### src/rtl/idct_mac_chain_if.sv
// Beat, result and coefficient-load bus of idct_mac_chain.
// master = upstream/downstream environment, slave = the MAC chain.
interface idct_mac_chain_if #(
  parameter int N  = 8,
  parameter int DW = 16,
  parameter int CW = 8,
  parameter int OW = 16
);
  localparam int ABW = (N > 1) ? $clog2(N) : 1;

  logic                 in_valid;
  logic                 in_ready;
  logic [N*DW-1:0]      d_in;
  logic [4:0]           shift;
  logic                 cfg_we;
  logic [ABW-1:0]       cfg_addr;
  logic signed [CW-1:0] cfg_data;
  logic                 out_valid;
  logic                 out_ready;
  logic signed [OW-1:0] out_data;
  logic [N*DW-1:0]      d_prop;
  logic                 sat_flag;

  modport master (
    output in_valid, d_in, shift, cfg_we, cfg_addr, cfg_data, out_ready,
    input  in_ready, out_valid, out_data, d_prop, sat_flag
  );

  modport slave (
    input  in_valid, d_in, shift, cfg_we, cfg_addr, cfg_data, out_ready,
    output in_ready, out_valid, out_data, d_prop, sat_flag
  );
endinterface

### src/rtl/idct_mac_chain.sv
// Systolic N-stage multiply-accumulate chain producing one IDCT output coefficient.
// Define IDCT_SAT_EN to clip results to OW bits and enable the sticky sat_flag.
module idct_mac_chain #(
  parameter int N  = 8,
  parameter int DW = 16,
  parameter int CW = 8,
  parameter int AW = 27,
  parameter int OW = 16
) (
  input  logic           clk,
  input  logic           reset,
  idct_mac_chain_if.slave bus
);
  localparam int PW = DW + CW;

  logic                 w_adv;
  logic signed [CW-1:0] r_coef [N];
  logic signed [AW-1:0] w_prod [N];
  logic signed [AW-1:0] r_acc [N-1];
  logic                 r_valid [N-1];
  logic [4:0]           r_sh [N-1];
  logic [N*DW-1:0]      r_d_prop;
  logic                 r_out_valid;
  logic signed [OW-1:0] r_out_data;
  logic signed [AW-1:0] w_rnd;
  logic signed [AW-1:0] w_sum;
  logic signed [OW-1:0] w_narrow;

  assign w_adv        = !r_out_valid || bus.out_ready;
  assign bus.in_ready = w_adv;

  // Address width is clog2(N) and N is a power of two, so every address is in range.
  always_ff @(posedge clk) begin
    if (reset) begin
      for (int i = 0; i < N; i++) r_coef[i] <= '0;
    end else if (bus.cfg_we) begin
      r_coef[bus.cfg_addr] <= bus.cfg_data;
    end
  end

  genvar gi;
  generate
    for (gi = 0; gi < N; gi++) begin : g_prod
      logic signed [PW-1:0] w_p;
      assign w_p        = $signed(bus.d_in[gi*DW +: DW]) * r_coef[gi];
      assign w_prod[gi] = {{(AW-PW){w_p[PW-1]}}, w_p};
    end

    for (gi = 1; gi < N-1; gi++) begin : g_stage
      always_ff @(posedge clk) begin
        if (reset) begin
          r_acc[gi]   <= '0;
          r_valid[gi] <= 1'b0;
          r_sh[gi]    <= '0;
        end else if (w_adv) begin
          r_acc[gi]   <= r_acc[gi-1] + w_prod[gi];
          r_valid[gi] <= r_valid[gi-1];
          r_sh[gi]    <= r_sh[gi-1];
        end
      end
    end
  endgenerate

  always_ff @(posedge clk) begin
    if (reset) begin
      r_acc[0]   <= '0;
      r_valid[0] <= 1'b0;
      r_sh[0]    <= '0;
    end else if (w_adv) begin
      r_acc[0]   <= w_prod[0];
      r_valid[0] <= bus.in_valid;
      r_sh[0]    <= bus.shift;
    end
  end

  // A rounding bit at position >= AW falls off the accumulator and contributes nothing.
  assign w_rnd = (r_sh[N-2] == 5'd0) ? '0 : (AW'(1) << (r_sh[N-2] - 5'd1));
  assign w_sum = r_acc[N-2] + w_prod[N-1] + w_rnd;

`ifdef IDCT_SAT_EN
  localparam logic signed [OW-1:0] MAX_V = {1'b0, {(OW-1){1'b1}}};
  localparam logic signed [OW-1:0] MIN_V = {1'b1, {(OW-1){1'b0}}};

  logic signed [AW-1:0] w_shifted;
  logic                 w_fits;
  logic                 r_sat;

  assign w_shifted = w_sum >>> r_sh[N-2];
  assign w_fits    = (w_shifted[AW-1:OW-1] == {(AW-OW+1){w_shifted[AW-1]}});
  assign w_narrow  = w_fits ? w_shifted[OW-1:0] : (w_shifted[AW-1] ? MIN_V : MAX_V);

  always_ff @(posedge clk) begin
    if (reset) begin
      r_sat <= 1'b0;
    end else if (w_adv && r_valid[N-2] && !w_fits) begin
      r_sat <= 1'b1;
    end
  end

  assign bus.sat_flag = r_sat;
`else
  assign w_narrow     = OW'(w_sum >>> r_sh[N-2]);
  assign bus.sat_flag = 1'b0;
`endif

  always_ff @(posedge clk) begin
    if (reset) begin
      r_out_valid <= 1'b0;
      r_out_data  <= '0;
      r_d_prop    <= '0;
    end else if (w_adv) begin
      r_out_valid <= r_valid[N-2];
      r_out_data  <= w_narrow;
      r_d_prop    <= bus.d_in;
    end
  end

  assign bus.out_valid = r_out_valid;
  assign bus.out_data  = r_out_data;
  assign bus.d_prop    = r_d_prop;
endmodule

### src/flat_wrapper.sv
// flat-port wrapper written by rule: the top's interface ports become plain ports
module idct_mac_chain_flat 
#(
  parameter int N  = 8,
  parameter int DW = 16,
  parameter int CW = 8,
  parameter int AW = 27,
  parameter int OW = 16
)
  (clk, reset, bus_in_valid, bus_d_in, bus_shift, bus_cfg_we, bus_cfg_addr, bus_cfg_data, bus_out_ready, bus_in_ready, bus_out_valid, bus_out_data, bus_d_prop, bus_sat_flag);
  idct_mac_chain_if #(.N(N), .DW(DW), .CW(CW), .OW(OW)) bus_i ();
  input  logic clk;
  input  logic reset;
  input wire logic [$bits(bus_i.in_valid)-1:0] bus_in_valid;
  input wire logic [$bits(bus_i.d_in)-1:0] bus_d_in;
  input wire logic [$bits(bus_i.shift)-1:0] bus_shift;
  input wire logic [$bits(bus_i.cfg_we)-1:0] bus_cfg_we;
  input wire logic [$bits(bus_i.cfg_addr)-1:0] bus_cfg_addr;
  input wire logic [$bits(bus_i.cfg_data)-1:0] bus_cfg_data;
  input wire logic [$bits(bus_i.out_ready)-1:0] bus_out_ready;
  output wire logic [$bits(bus_i.in_ready)-1:0] bus_in_ready;
  output wire logic [$bits(bus_i.out_valid)-1:0] bus_out_valid;
  output wire logic [$bits(bus_i.out_data)-1:0] bus_out_data;
  output wire logic [$bits(bus_i.d_prop)-1:0] bus_d_prop;
  output wire logic [$bits(bus_i.sat_flag)-1:0] bus_sat_flag;
  assign bus_i.in_valid = bus_in_valid;
  assign bus_i.d_in = bus_d_in;
  assign bus_i.shift = bus_shift;
  assign bus_i.cfg_we = bus_cfg_we;
  assign bus_i.cfg_addr = bus_cfg_addr;
  assign bus_i.cfg_data = bus_cfg_data;
  assign bus_i.out_ready = bus_out_ready;
  assign bus_in_ready = bus_i.in_ready;
  assign bus_out_valid = bus_i.out_valid;
  assign bus_out_data = bus_i.out_data;
  assign bus_d_prop = bus_i.d_prop;
  assign bus_sat_flag = bus_i.sat_flag;
  idct_mac_chain #(.N(N), .DW(DW), .CW(CW), .AW(AW), .OW(OW)) u_core (.clk(clk), .reset(reset), .bus(bus_i));
endmodule
### config.mk
export PLATFORM = sky130hd
export DESIGN_NAME = idct_mac_chain_flat
export DESIGN_NICKNAME = d
export VERILOG_FILES = /design/src/rtl/idct_mac_chain_if.sv /design/src/rtl/idct_mac_chain.sv /design/src/flat_wrapper.sv
export SDC_FILE = /design/constraint.sdc
export NUM_CORES = 2
export LEC_CHECK = 0
export CORE_MARGIN = 1.5
export CORE_UTILIZATION = 57
export DETAILED_ROUTE_END_ITERATION = 7
export PLACE_DENSITY_LB_ADDON = 0.1
export REMOVE_ABC_BUFFERS = 1
export SLEW_MARGIN = 20
export SYNTH_ARGS = -nofsm -noshare
export SYNTH_HDL_FRONTEND = slang
export SYNTH_SLANG_ARGS = --single-unit
### constraint.sdc
create_clock -name clk -period 6.7 [get_ports clk]
set_input_delay 1.34 -clock clk [delete_from_list [all_inputs] [get_ports clk]]
set_output_delay 1.34 -clock clk [all_outputs]
set_load 0.02 [all_outputs]
==> summary.txt <==
Status
  – Status: finished with violations
  – Failing checks: setup timing

Floorplanning
  – Die area: 109800 sq um
  – Core area: between 100000 and 150000 sq um
  – Die height: 331.4 um
  – Die width: 331.4 um
  – Cell row count: 120
  – I/O pins: 296
  – Initial Util: 0.5742

Critical path
  – CP startpoint kind: input pin
  – Critical Path Max Stage Delay: 0.64 ns
  – Reg2Reg Setup Slack: -0.04 ns
  – CP bufs+invs: 7
  – Critical path launch point: bus_d_in[127]
  – Crit. path cell count: 25
  – Reg2reg path depth: 27
  – Family with the most delay on the worst path: adder cells
  – CP endpoint: u_core.bus.out_data[4]
  – Most common cell on crit path: fa_1
  – WP data arrival: 7.34 ns
  – Reg2Reg Capture Point: u_core.bus.out_data[4]
  – WP data required: 7.28 ns
  – Crit path max-delay cell type: fa_2
  – R2r startpoint: u_core.r_sh[6][0]
  – Crit path max fanout: 6
  – Worst setup EP type: register
  – CP Class: in -> reg

Synth
  – #FFs+latches synth: 437
  – Post-Syn Area per Cell: 9.556 sq um
  – Most common cell in the netlist: inv_1
  – Synth unique cells: 96
  – Synth Instances: 6433
  – Seq/Total Area, Yosys: 0.1899
  – Synth cell count leaders: inv_1, fa_1, nand2_1
  – EDFF count, synth: 292
  – Area of the mapped netlist: 61470 sq um
  – Yosys top cell area share: 0.3589
  – Cell taking the most area after synthesis: fa_1
  – Ys async rst share: 0
  – Most area-consuming cells after synthesis: fa_1, edfxtp_1, ha_1, inv_1, and2_1
  – Synth Warn #: 0
  – Ys flop type: edfxtp_1

STA
  – Worst-margin pin slew: 1.108 ns
  – Slew HR: 0.2588
  – Hold Vio Cnt, Final: 0
  – Max Freq: approximately 0.15 GHz
  – Period utilisation layout: 1.008
  – Final min period: 6.751 ns
  – Max-slew violations: 0
  – Clock Skews: 0.03259 ns
  – Final Setup Violations: 1
  – Unrepaired setup endpoints after global routing: yes
  – Worst Slack Setup Final: -0.05065 ns

Finish
  – Filler Cell Count: 8605
  – Final Util: 0.6847
  – Post-Layout Cell Count: 8672
  – Area grow syn2layout: 19.25%
  – Final net count: 8938
  – Design area: 73300 sq um
  – Layout cell share with drive strength beyond 1: 0.1363

Place
  – Port-buffer cells: slightly below 300
  – HPWL Detailed: approximately 130000 um
  – Cell count after placement: between 8000 and 9000
  – Placed Area: 70180 sq um
  – Pre-CTS setup slack: -1.176 ns
  – Gpl congestion: 0.9273

Global routing
  – Global-route wire length before repair: 253100 um
  – Vias in the first global route: 47546
  – Global route total overflow: 0
  – GRT Overall Usage: 0.2926
  – Initial antenna violation count: 7
  – Largest net degree at the start of global routing: around 110

Clocking
  – Root Driver: clkbuf_16
  – CTS buffer count: 55
  – CTS Sinks: 437
  – H-tree levels: 2
  – Clk_lat worst skew: 0.67 ns
  – CTS tree: built
  – Clk pin slew, worst setup/hold paths: 0.07 ns
  – Clk buf depth: 3

Routing
  – Initial drt markers: between 2000 and 3000
  – DRC: 0
  – Routed vias: 45558
  – Antenna viol nets, final: 0
  – Final WL: ~160000 um
  – Drt pass-1 iters: 5
  – Via/cell ratio: 5.253
  – Routed wire per std cell: around 18 um

Min path
  – Tightest Hold Check Type: reg -> reg

Job
  – Max Cap Viol: 0
==> worst min-delay path by stage <==
stage	from	endpoint	slack, ns	cells after the start
3_5_place_dp	u_core.bus.d_prop[64]	u_core.bus.d_prop[64]	0.44	2
4_1_cts	u_core.bus.d_prop[126]	u_core.bus.d_prop[126]	0.45	2
6_report	u_core.bus.d_prop[68]	u_core.bus.d_prop[68]	0.45	2
3_3_place_gp	u_core.bus.d_prop[100]	u_core.bus.d_prop[100]	0.44	2
2_1_floorplan	u_core.r_valid[6]	u_core.bus.out_valid	0.43	2
5_1_grt	u_core.bus.d_prop[126]	u_core.bus.d_prop[126]	0.47	2
==> worst reg2reg max path: stages (launching register included) <==
cell and delay (ns):
edfxtp_1 0.50, buf_6 0.18, buf_4 0.13, nor2_1 0.10
buf_4 0.17, nand2_2 0.07, fa_1 0.55, fa_1 0.44
fa_1 0.57, fa_1 0.43, fa_1 0.60, inv_2 0.07
ha_4 0.18, buf_4 0.12, inv_1 0.07, a21oi_1 0.08
a211oi_1 0.23, buf_4 0.19, nor2_1 0.07, a31oi_4 0.30
mux2i_1 0.27, nand4_2 0.21, buf_6 0.17, o22a_1 0.22
o211ai_1 0.25, buf_4 0.17, o311ai_4 0.08, a211oi_2 0.24
==> kinds of logic (layout without fill, tap and decap cells) <==
logic type                 count (synthesis)  in the layout  share of synthesized area
adders and majority gates               1572           1572                     0.4545
DFF                                      437            437                     0.1899
xor gates and xnor gates                 193            193                    0.02805
and+or+nand+nor                         2000           2000                     0.1583
other                                      1              6                 0.00006100
AOI/OAI and AO/OA                        588            588                    0.06269
muxes                                     42             42                   0.008467
buffers and inverters                   1600           2431                    0.09801
==> final cells by class <==
| class | instances | area (sq um) | share of cell area |
|---|---|---|---|
| Multi-Input combinational cell | 4396 | 44610 | 0.6085 |
| Sequential cell | 437 | 11670 | 0.1592 |
| Timing Repair Buffer | 975 | 8308 | 0.1133 |
| Inverter | 1352 | 5091 | 0.06945 |
| Tap cell | 1403 | 1755 | 0.02395 |
| Clock buffer | 74 | 1559 | 0.02127 |
| Clock inverter | 30 | 299.0 | 0.004079 |
| Antenna cell | 5 | 12.51 | 0.0001707 |
==> routing by layer <==
layer / GRT usage / wire [um] / part of all wire
met3: 0.03508 / 8663 / 0.055
met1: 0.4037 / 67240 / 0.43
met4: 0.08854 / 5197 / 0.033
met2: 0.4870 / 75420 / 0.48
met5: 0 / 0 / 0
==> cell usage in the layout (no fill, tap or decap), drive strengths merged, types with 6 or more instances in the layout <==
cell	Yosys	final
clkbuf	223	87
mux2i	28	28
a31oi	19	19
xor2	68	68
a211oi	34	34
o21a	22	22
and2	604	604
nand3	29	29
and3	21	21
clkinv	3	18
or2	17	17
a2111oi	13	13
or3	12	12
ha	470	470
inv	1349	1357
nor2b	23	23
nor3b	10	10
nand2b	130	130
a21o	47	47
nor3	45	45
a21oi	247	247
xnor2	125	125
fa	1102	1102
dfxtp	145	145
edfxtp	292	292
nand2	812	812
o31ai	11	11
o21ai	93	93
mux2	8	8
buf	25	688
o211ai	8	8
clkdlybuf4s50	0	236
dlymetal6s2s	0	32
mux4	6	6
o21bai	16	16
nor2	280	280
a211o	12	12
==> registers in the layout, indices dropped and copies added (netlist names) <==
register / count
u_core.bus.d_prop: 128
u_core.bus.out_data: 16
u_core.bus.out_valid: 1
u_core.r_acc: 186
u_core.r_coef: 64
u_core.r_sh: 35
u_core.r_valid: 7
==> metrics by stage <==
step / setup TNS [ns] / hold WS (ns)
after floorplan: -3719.29 / 0.4329
after global placement: -41.55 / 0.4379
after detailed placement: -44.43 / 0.4436
after CTS: 0 / 0.4496
after global routing: -0.9848 / 0.4672
final: -0.05065 / 0.4476
==> what timing repair did <==
| action | 4_1_cts | 5_1_grt |
|---|---|---|
| cloned | 1 | 0 |
| pin swaps | 38 | 90 |
| gates resized for setup | 100 | 215 |
| setup buffers | 11 | 25 |
| hold endpoints to repair | 0 | 0 |
| hold buffers | 0 | 0 |
| setup endpoints to repair | 28 | 43 |
Power is left out: the tool's default activity adds up to more than one toggle a clock period on the data nets, which glitch-free logic cannot reach.
